## src/rtl/reg_timeout_pkg.sv

```systemverilog
// Shared types and constants for the source-side register-bus timeout guard.
package reg_timeout_pkg;

  localparam int unsigned AddrWidth       = 32;
  localparam int unsigned DataWidth       = 32;
  localparam int unsigned StrbWidth       = DataWidth / 8;
  localparam int unsigned TimeoutCntWidth = 16;

  localparam logic [DataWidth-1:0] ErrRdataDefault = 32'hDEAD_BEEF;

  typedef enum logic [1:0] {
    Idle    = 2'd0,
    Pending = 2'd1,
    Drain   = 2'd2
  } state_e;

  typedef struct packed {
    logic [AddrWidth-1:0] addr;
    logic                 write;
    logic [DataWidth-1:0] wdata;
    logic [StrbWidth-1:0] wstrb;
    logic                 valid;
  } reg_req_t;

  typedef struct packed {
    logic [DataWidth-1:0] rdata;
    logic                 error;
    logic                 ready;
  } reg_rsp_t;

endpackage

```

## src/rtl/reg_timeout_counter.sv

```systemverilog
// Saturating up-counter with synchronous clear and load; clear then increment yields 1.
module reg_timeout_counter #(
  parameter int unsigned      Width  = 8,
  parameter logic [Width-1:0] MaxVal = '1
) (
  input  logic             clk_i,
  input  logic             rst_ni,
  input  logic             clr_i,
  input  logic             load_i,
  input  logic [Width-1:0] load_val_i,
  input  logic             inc_i,
  output logic [Width-1:0] cnt_o
);

  logic [Width-1:0] r_cnt;
  logic [Width-1:0] w_base;
  logic [Width-1:0] w_next;

  always_comb begin
    w_base = clr_i ? '0 : r_cnt;
    w_next = w_base;
    if (load_i) begin
      w_next = load_val_i;
    end else if (inc_i && (w_base != MaxVal)) begin
      w_next = w_base + Width'(1);
    end
  end

  always_ff @(posedge clk_i or negedge rst_ni) begin
    if (!rst_ni) begin
      r_cnt <= '0;
    end else begin
      r_cnt <= w_next;
    end
  end

  assign cnt_o = r_cnt;

endmodule

```

## src/rtl/reg_timeout_src.sv

```systemverilog
// Register-bus guard ahead of the clock-domain crossing: answers stalled requests with an
// error after TimeoutCycles, then keeps the request alive downstream until the crossing replies.
module reg_timeout_src
  import reg_timeout_pkg::*;
#(
  parameter type                  req_t         = reg_req_t,
  parameter type                  rsp_t         = reg_rsp_t,
  parameter int unsigned          TimeoutCycles = 1024,
  parameter logic [DataWidth-1:0] ErrRdata      = ErrRdataDefault
) (
  input  logic                       src_clk_i,
  input  logic                       src_rst_ni,
  input  logic                       en_i,
  input  req_t                       up_req_i,
  output rsp_t                       up_rsp_o,
  output req_t                       dn_req_o,
  input  rsp_t                       dn_rsp_i,
  output logic                       timeout_o,
  output logic [TimeoutCntWidth-1:0] timeout_cnt_o,
  input  logic                       clear_cnt_i
);

  localparam int unsigned         CntWidth = $clog2(TimeoutCycles);
  localparam logic [CntWidth-1:0] CntMax   = CntWidth'(TimeoutCycles - 1);

  localparam logic [1:0] StIdle    = 2'(Idle);
  localparam logic [1:0] StPending = 2'(Pending);
  localparam logic [1:0] StDrain   = 2'(Drain);

  logic [1:0]          r_state;
  logic [1:0]          w_state_d;
  req_t                r_req_q;
  req_t                w_req_held;
  req_t                w_dn_req;
  rsp_t                w_up_rsp;
  logic                w_timeout;
  logic                w_req_cap;
  logic                w_cyc_load;
  logic                w_cyc_clr;
  logic                w_cyc_inc;
  logic [CntWidth-1:0] w_cycles;

  // Next-state and output muxing
  always_comb begin
    w_state_d     = r_state;
    w_dn_req      = up_req_i;
    w_up_rsp      = dn_rsp_i;
    w_timeout     = 1'b0;
    w_req_cap     = 1'b0;
    w_cyc_load    = 1'b0;
    w_cyc_clr     = 1'b0;
    w_cyc_inc     = 1'b0;
    w_req_held    = r_req_q;
    w_req_held.valid = 1'b1;

    unique case (r_state)
      StIdle: begin
        if (up_req_i.valid) begin
          w_req_cap = 1'b1;
          if (!dn_rsp_i.ready) begin
            w_cyc_load = 1'b1;
            w_state_d  = StPending;
          end
        end
      end
      StPending: begin
        if (!up_req_i.valid) begin
          // Master abandoned the request; keep it alive downstream and hide the response.
          w_dn_req = w_req_held;
          w_up_rsp = '0;
          if (dn_rsp_i.ready) begin
            w_cyc_clr = 1'b1;
            w_state_d = StIdle;
          end else begin
            w_state_d = StDrain;
          end
        end else begin
          w_req_cap = 1'b1;
          if (dn_rsp_i.ready) begin
            w_cyc_clr = 1'b1;
            w_state_d = StIdle;
          end else if (en_i && (w_cycles == CntMax)) begin
            w_up_rsp.rdata = ErrRdata;
            w_up_rsp.error = 1'b1;
            w_up_rsp.ready = 1'b1;
            w_timeout      = 1'b1;
            w_state_d      = StDrain;
          end else begin
            w_cyc_inc = 1'b1;
          end
        end
      end
      StDrain: begin
        w_dn_req = w_req_held;
        w_up_rsp = '0;
        if (dn_rsp_i.ready) begin
          w_cyc_clr = 1'b1;
          w_state_d = StIdle;
        end
      end
      default: begin
        w_state_d = StIdle;
      end
    endcase
  end

  always_ff @(posedge src_clk_i or negedge src_rst_ni) begin
    if (!src_rst_ni) begin
      r_state <= StIdle;
      r_req_q <= '0;
    end else begin
      r_state <= w_state_d;
      if (w_req_cap) begin
        r_req_q <= up_req_i;
      end
    end
  end

  reg_timeout_counter #(
    .Width  (CntWidth),
    .MaxVal (CntMax)
  ) u_cycle_cnt (
    .clk_i      (src_clk_i),
    .rst_ni     (src_rst_ni),
    .clr_i      (w_cyc_clr),
    .load_i     (w_cyc_load),
    .load_val_i (CntWidth'(1)),
    .inc_i      (w_cyc_inc),
    .cnt_o      (w_cycles)
  );

  reg_timeout_counter #(
    .Width (TimeoutCntWidth)
  ) u_timeout_cnt (
    .clk_i      (src_clk_i),
    .rst_ni     (src_rst_ni),
    .clr_i      (clear_cnt_i),
    .load_i     (1'b0),
    .load_val_i ('0),
    .inc_i      (w_timeout),
    .cnt_o      (timeout_cnt_o)
  );

  assign dn_req_o  = w_dn_req;
  assign up_rsp_o  = w_up_rsp;
  assign timeout_o = w_timeout;

endmodule
```

## config.mk

```make
export PLATFORM = sky130hd
export DESIGN_NAME = reg_timeout_src
export DESIGN_NICKNAME = d
export VERILOG_FILES = /design/src/rtl/reg_timeout_pkg.sv /design/src/rtl/reg_timeout_counter.sv /design/src/rtl/reg_timeout_src.sv
export SDC_FILE = /design/constraint.sdc
export NUM_CORES = 1
export LEC_CHECK = 0
export BUFFER_PORTS_ARGS = -buffer_cell sky130_fd_sc_hd__buf_4
export CORE_MARGIN = 2
export CORE_UTILIZATION = 48
export DETAILED_ROUTE_END_ITERATION = 8
export GPL_ROUTABILITY_DRIVEN = 1
export PLACE_DENSITY = 0.81
export SLEW_MARGIN = 20
export SYNTH_ARGS = -nofsm -noshare
export SYNTH_HDL_FRONTEND = slang
export SYNTH_SLANG_ARGS = --single-unit
export TNS_END_PERCENT = 1
```

## constraint.sdc

```tcl
create_clock -name src_clk_i -period 2.8 [get_ports src_clk_i]
set_input_delay 0.56 -clock src_clk_i [delete_from_list [all_inputs] [get_ports src_clk_i]]
set_output_delay 0.56 -clock src_clk_i [all_outputs]
set_load 0.02 [all_outputs]
```

==> out/results.tsv <==
stage	metric	value	unit
timing	setup-violations-final	0	
power	vdd.ir_drop.worst	0.6856	mV
logic_synthesis	ys_types	54	
placed_design	place_hpwl	10350	um
timing	timing_worst_slew_pin_value	0.5140	ns
layout	final_cell_mix	sky130_fd_sc_hd__buf_4 (232), sky130_fd_sc_hd__dfrtp_1 (97), sky130_fd_sc_hd__mux2_2 (70)	
placed_design	numPlacedInstances	803	
drt	dr.pass1.iters	4	
logic_synthesis	post-synth-top-area-fraction	46.44	%
layout	finalInstanceArea	0.007381	mm^2
logic_synthesis	post_syn_area_per_cell	11.39	um^2
cts	insertion_delay	0.36	ns
critical_path	critPathMaxFanout	8	
drt	route.antenna.remaining_nets	0	
layout	final_cell_count_no_fill	818	
logic_synthesis	post-synth-top-area-cell	sky130_fd_sc_hd__dfrtp_1	
logic_synthesis	ys_async_sr_fraction	100.0	%
power	cellPowerDensity	1021	mW/mm^2
floorplan	dieArea	0.01174	mm^2
cts	cts_setup_buffers	0	
critical_path	crit_path_start_kind	register	
timing	timing.slew.headroom	65.48	%
cts	cts_stage_hold_buffer_count	0	
floorplan	chipHeight	108.3	um
logic_synthesis	syn-cell-area	0.005226	mm^2
global_routing	antenna_found_initial	0	
critical_path	critPathCaptureType	output pin	
critical_path	critPathSlowestCell	sky130_fd_sc_hd__dfrtp_1	
timing	timing.final.crit_share	93.40	%
layout	fillerInstances	813	
critical_path	worstSetupPathType	reg2out	
layout	final-seq-area	0.002427	mm^2
layout	final_common_cell	sky130_fd_sc_hd__buf_4	
cts	h-tree-depth	3	
global_routing	grt_first_pass_wirelength	22100	um
cts	postCtsResizedCells	0	
cts	cts.path.max_buffers	2	
floorplan	floorplan.rows	38	
placed_design	gp_congestion	0.9082	
layout	fin_nets	788	
critical_path	cp_top_family	simple AND/OR/NAND/NOR gates	
layout	diodes_inserted	0	
timing	timing.setup.tns	0	ns
cts	tritoncts.num_buffers	9	
layout	syn2layout_area_growth	41.23	%
global_routing	maximum_number_of_pins_on_one_net_before_global_route_repair	70	
timing	worst_hold_slack	0.1668	ns
timing	final.setup_skew	0.009117	ns
logic_synthesis	synth_top_flop_cell	sky130_fd_sc_hd__dfrtp_1	
timing	maxClockFrequency	382.4	MHz
floorplan	die-width	108.3	um
job	max_capacitance_violation_total	0	
hold_path	hold_class	in2async	
global_routing	grt_remaining_overflow	0	
critical_path	timing.critical_path.buf_inv	1	
drt	route.vias.total	4603	
critical_path	arrival	2.06	ns
status	run_status	finished, final reports clean	
drt	drt_iter0_markers	216	
global_routing	first_global_vias	4631	
drt	post_drt_via_cell_ratio	5.627	
floorplan	io-pin-count	229	
critical_path	worst-endpoint-required	2.24	ns
global_routing	grt_use_total	24.08	%
drt	route.detailed.wl_per_inst	17.48	um
logic_synthesis	yosysWarningCount	0	
timing	maxSlewViolCount	0	
placed_design	dpl_cell_area	0.007134	mm^2
placed_design	port-buffer-count	228	
drt	detail_route.drc_violations	0	
critical_path	critical-path-max-stage-delay	0.44	ns
cts	cts_sinks	97	
cts	tritoncts	done	
timing	rsz0062_at_grt	false	
logic_synthesis	synth-seq-cells	97	
placed_design	dpl_worst_slack	0.1869	ns
timing	fin_ws	0.1848	ns
logic_synthesis	postSynthNetCount	572	
power	leakage	3.531	nW
layout	multi_input_comb_area	0.002673	mm^2
floorplan	core_region_area	0.01075	mm^2
layout	post_route_cells_drive_above_1_share	50.59	%
timing	period_minus_slack	2.615	ns
logic_synthesis	synth_top_cells_by_area	sky130_fd_sc_hd__dfrtp_1 (46%), sky130_fd_sc_hd__mux2_2 (15%), sky130_fd_sc_hd__a22o_1 (12%), sky130_fd_sc_hd__o21a_1 (3.9%), sky130_fd_sc_hd__clkbuf_1 (2.1%)	
drt	finalWirelength	14300	um
timing	hold_violations	0	
floorplan	initial_utilization	48.64	%
logic_synthesis	postSynthCellCount	459	
cts	clk_pin_slew	0.09	ns
logic_synthesis	synth_sequential_area_ratio	46.44	%
cts	clock_tree.root_cell	sky130_fd_sc_hd__clkbuf_8	
logic_synthesis	post_synth_edffs	0	
critical_path	critical_path.cell_chain	nand4_2 > nor3_2 > nand3_1 > and3_1 > buf_4	
power by group:
group	switching (W)	total, W	internal (W)
registers	0.000287	0.00222	0.00193
clock network	0.000474	0.000969	0.000495
logic	0.00225	0.00435	0.00210
total	0.00301	0.00754	0.00453
per-layer routing:
metal  vias to the layer above  track usage [%]  part of all wire (%)
met5                         -                0                     0
met4                         0            8.608                   1.6
met3                        19            8.680                    11
met2                       202            40.66                    48
met1                      2242            28.32                    39
li1                       2140                -                     -
worst register-to-register path: cells and delay by family (launching register included):
family          cells  cell delay (ns)
flops               1             0.36
compound gates      2             0.28
buf+inv             1             0.08
fa+ha+maj           2             0.62
simple gates        5             1.18
path summary, 6_finish.rpt:
kind	from	end	slack [ns]	depth (start not counted)
worst min register to register	r_req_q[6]$_DFFE_PN0P_	r_req_q[6]$_DFFE_PN0P_	0.51	1
worst min-delay path	src_rst_ni	u_cycle_cnt.cnt_o[5]$_DFF_PN0_	0.17	1
worst max register to register	r_state[1]$_DFFE_PN0P_	u_cycle_cnt.cnt_o[3]$_DFF_PN0_	0.22	10
max in group asynchronous	src_rst_ni	r_req_q[36]$_DFFE_PN0P_	2.00	2
min in group src_clk_i	up_req_i[47]	r_req_q[47]$_DFFE_PN0P_	0.43	2
worst max-delay path	u_cycle_cnt.cnt_o[7]$_DFF_PN0_	up_rsp_o[6]	0.18	5
sequential cells by signal, indices dropped and copies added, names as in the netlist:
signal	flops
r_req_q	69
u_timeout_cnt.cnt_o	16
u_cycle_cnt.cnt_o	10
r_state	2
synth_stat cells, types with 2 or more instances:
cell type	instances
sky130_fd_sc_hd__nor3_1	3
sky130_fd_sc_hd__nand4_1	7
sky130_fd_sc_hd__inv_1	6
sky130_fd_sc_hd__or2_2	2
sky130_fd_sc_hd__xnor2_1	9
sky130_fd_sc_hd__mux2_2	70
sky130_fd_sc_hd__dfrtp_1	97
sky130_fd_sc_hd__nand2b_1	4
sky130_fd_sc_hd__a22o_1	69
sky130_fd_sc_hd__nor2b_1	9
sky130_fd_sc_hd__a21oi_1	6
sky130_fd_sc_hd__mux2i_1	2
sky130_fd_sc_hd__nand2_1	12
sky130_fd_sc_hd__nand3b_1	2
sky130_fd_sc_hd__nor2_1	19
sky130_fd_sc_hd__and2_1	2
sky130_fd_sc_hd__o21a_1	27
sky130_fd_sc_hd__a211oi_1	3
sky130_fd_sc_hd__and3_1	17
sky130_fd_sc_hd__ha_1	5
sky130_fd_sc_hd__xor2_1	5
sky130_fd_sc_hd__mux2_1	3
sky130_fd_sc_hd__o21ai_0	5
sky130_fd_sc_hd__clkbuf_1	29
sky130_fd_sc_hd__nand3_1	15
sky130_fd_sc_hd__buf_2	2
sky130_fd_sc_hd__o211ai_1	2
through the flow:
step | total power [W] | utilization [%]
2_1_floorplan | 0.004813 | -
3_3_place_gp | 0.006425 | 66.40
3_5_place_dp | 0.006551 | 66.40
4_1_cts | 0.007538 | 68.30
5_1_grt | 0.007960 | 68.69
6_report | 0.007535 | 68.69
cells by family after synthesis:
| group | after synthesis | synth area share (%) |
|---|---|---|
| DFF | 97 | 46.44 |
| AOI/OAI and AO/OA | 125 | 19.56 |
| buffers and inverters | 40 | 3.088 |
| and+or+nand+nor | 103 | 11.25 |
| xor gates and xnor gates | 14 | 2.346 |
| adders and majority gates | 5 | 1.197 |
| muxes | 75 | 16.11 |
final cells by class:
type,count,share of cell area [%]
Tap cell,140,2.373
Inverter,6,0.3051
Clock inverter,5,1.102
Clock buffer,9,1.678
Sequential cell,97,32.89
Timing Repair Buffer,239,25.44
Multi-Input combinational cell,322,36.21
(Power assumes the default switching activity.)
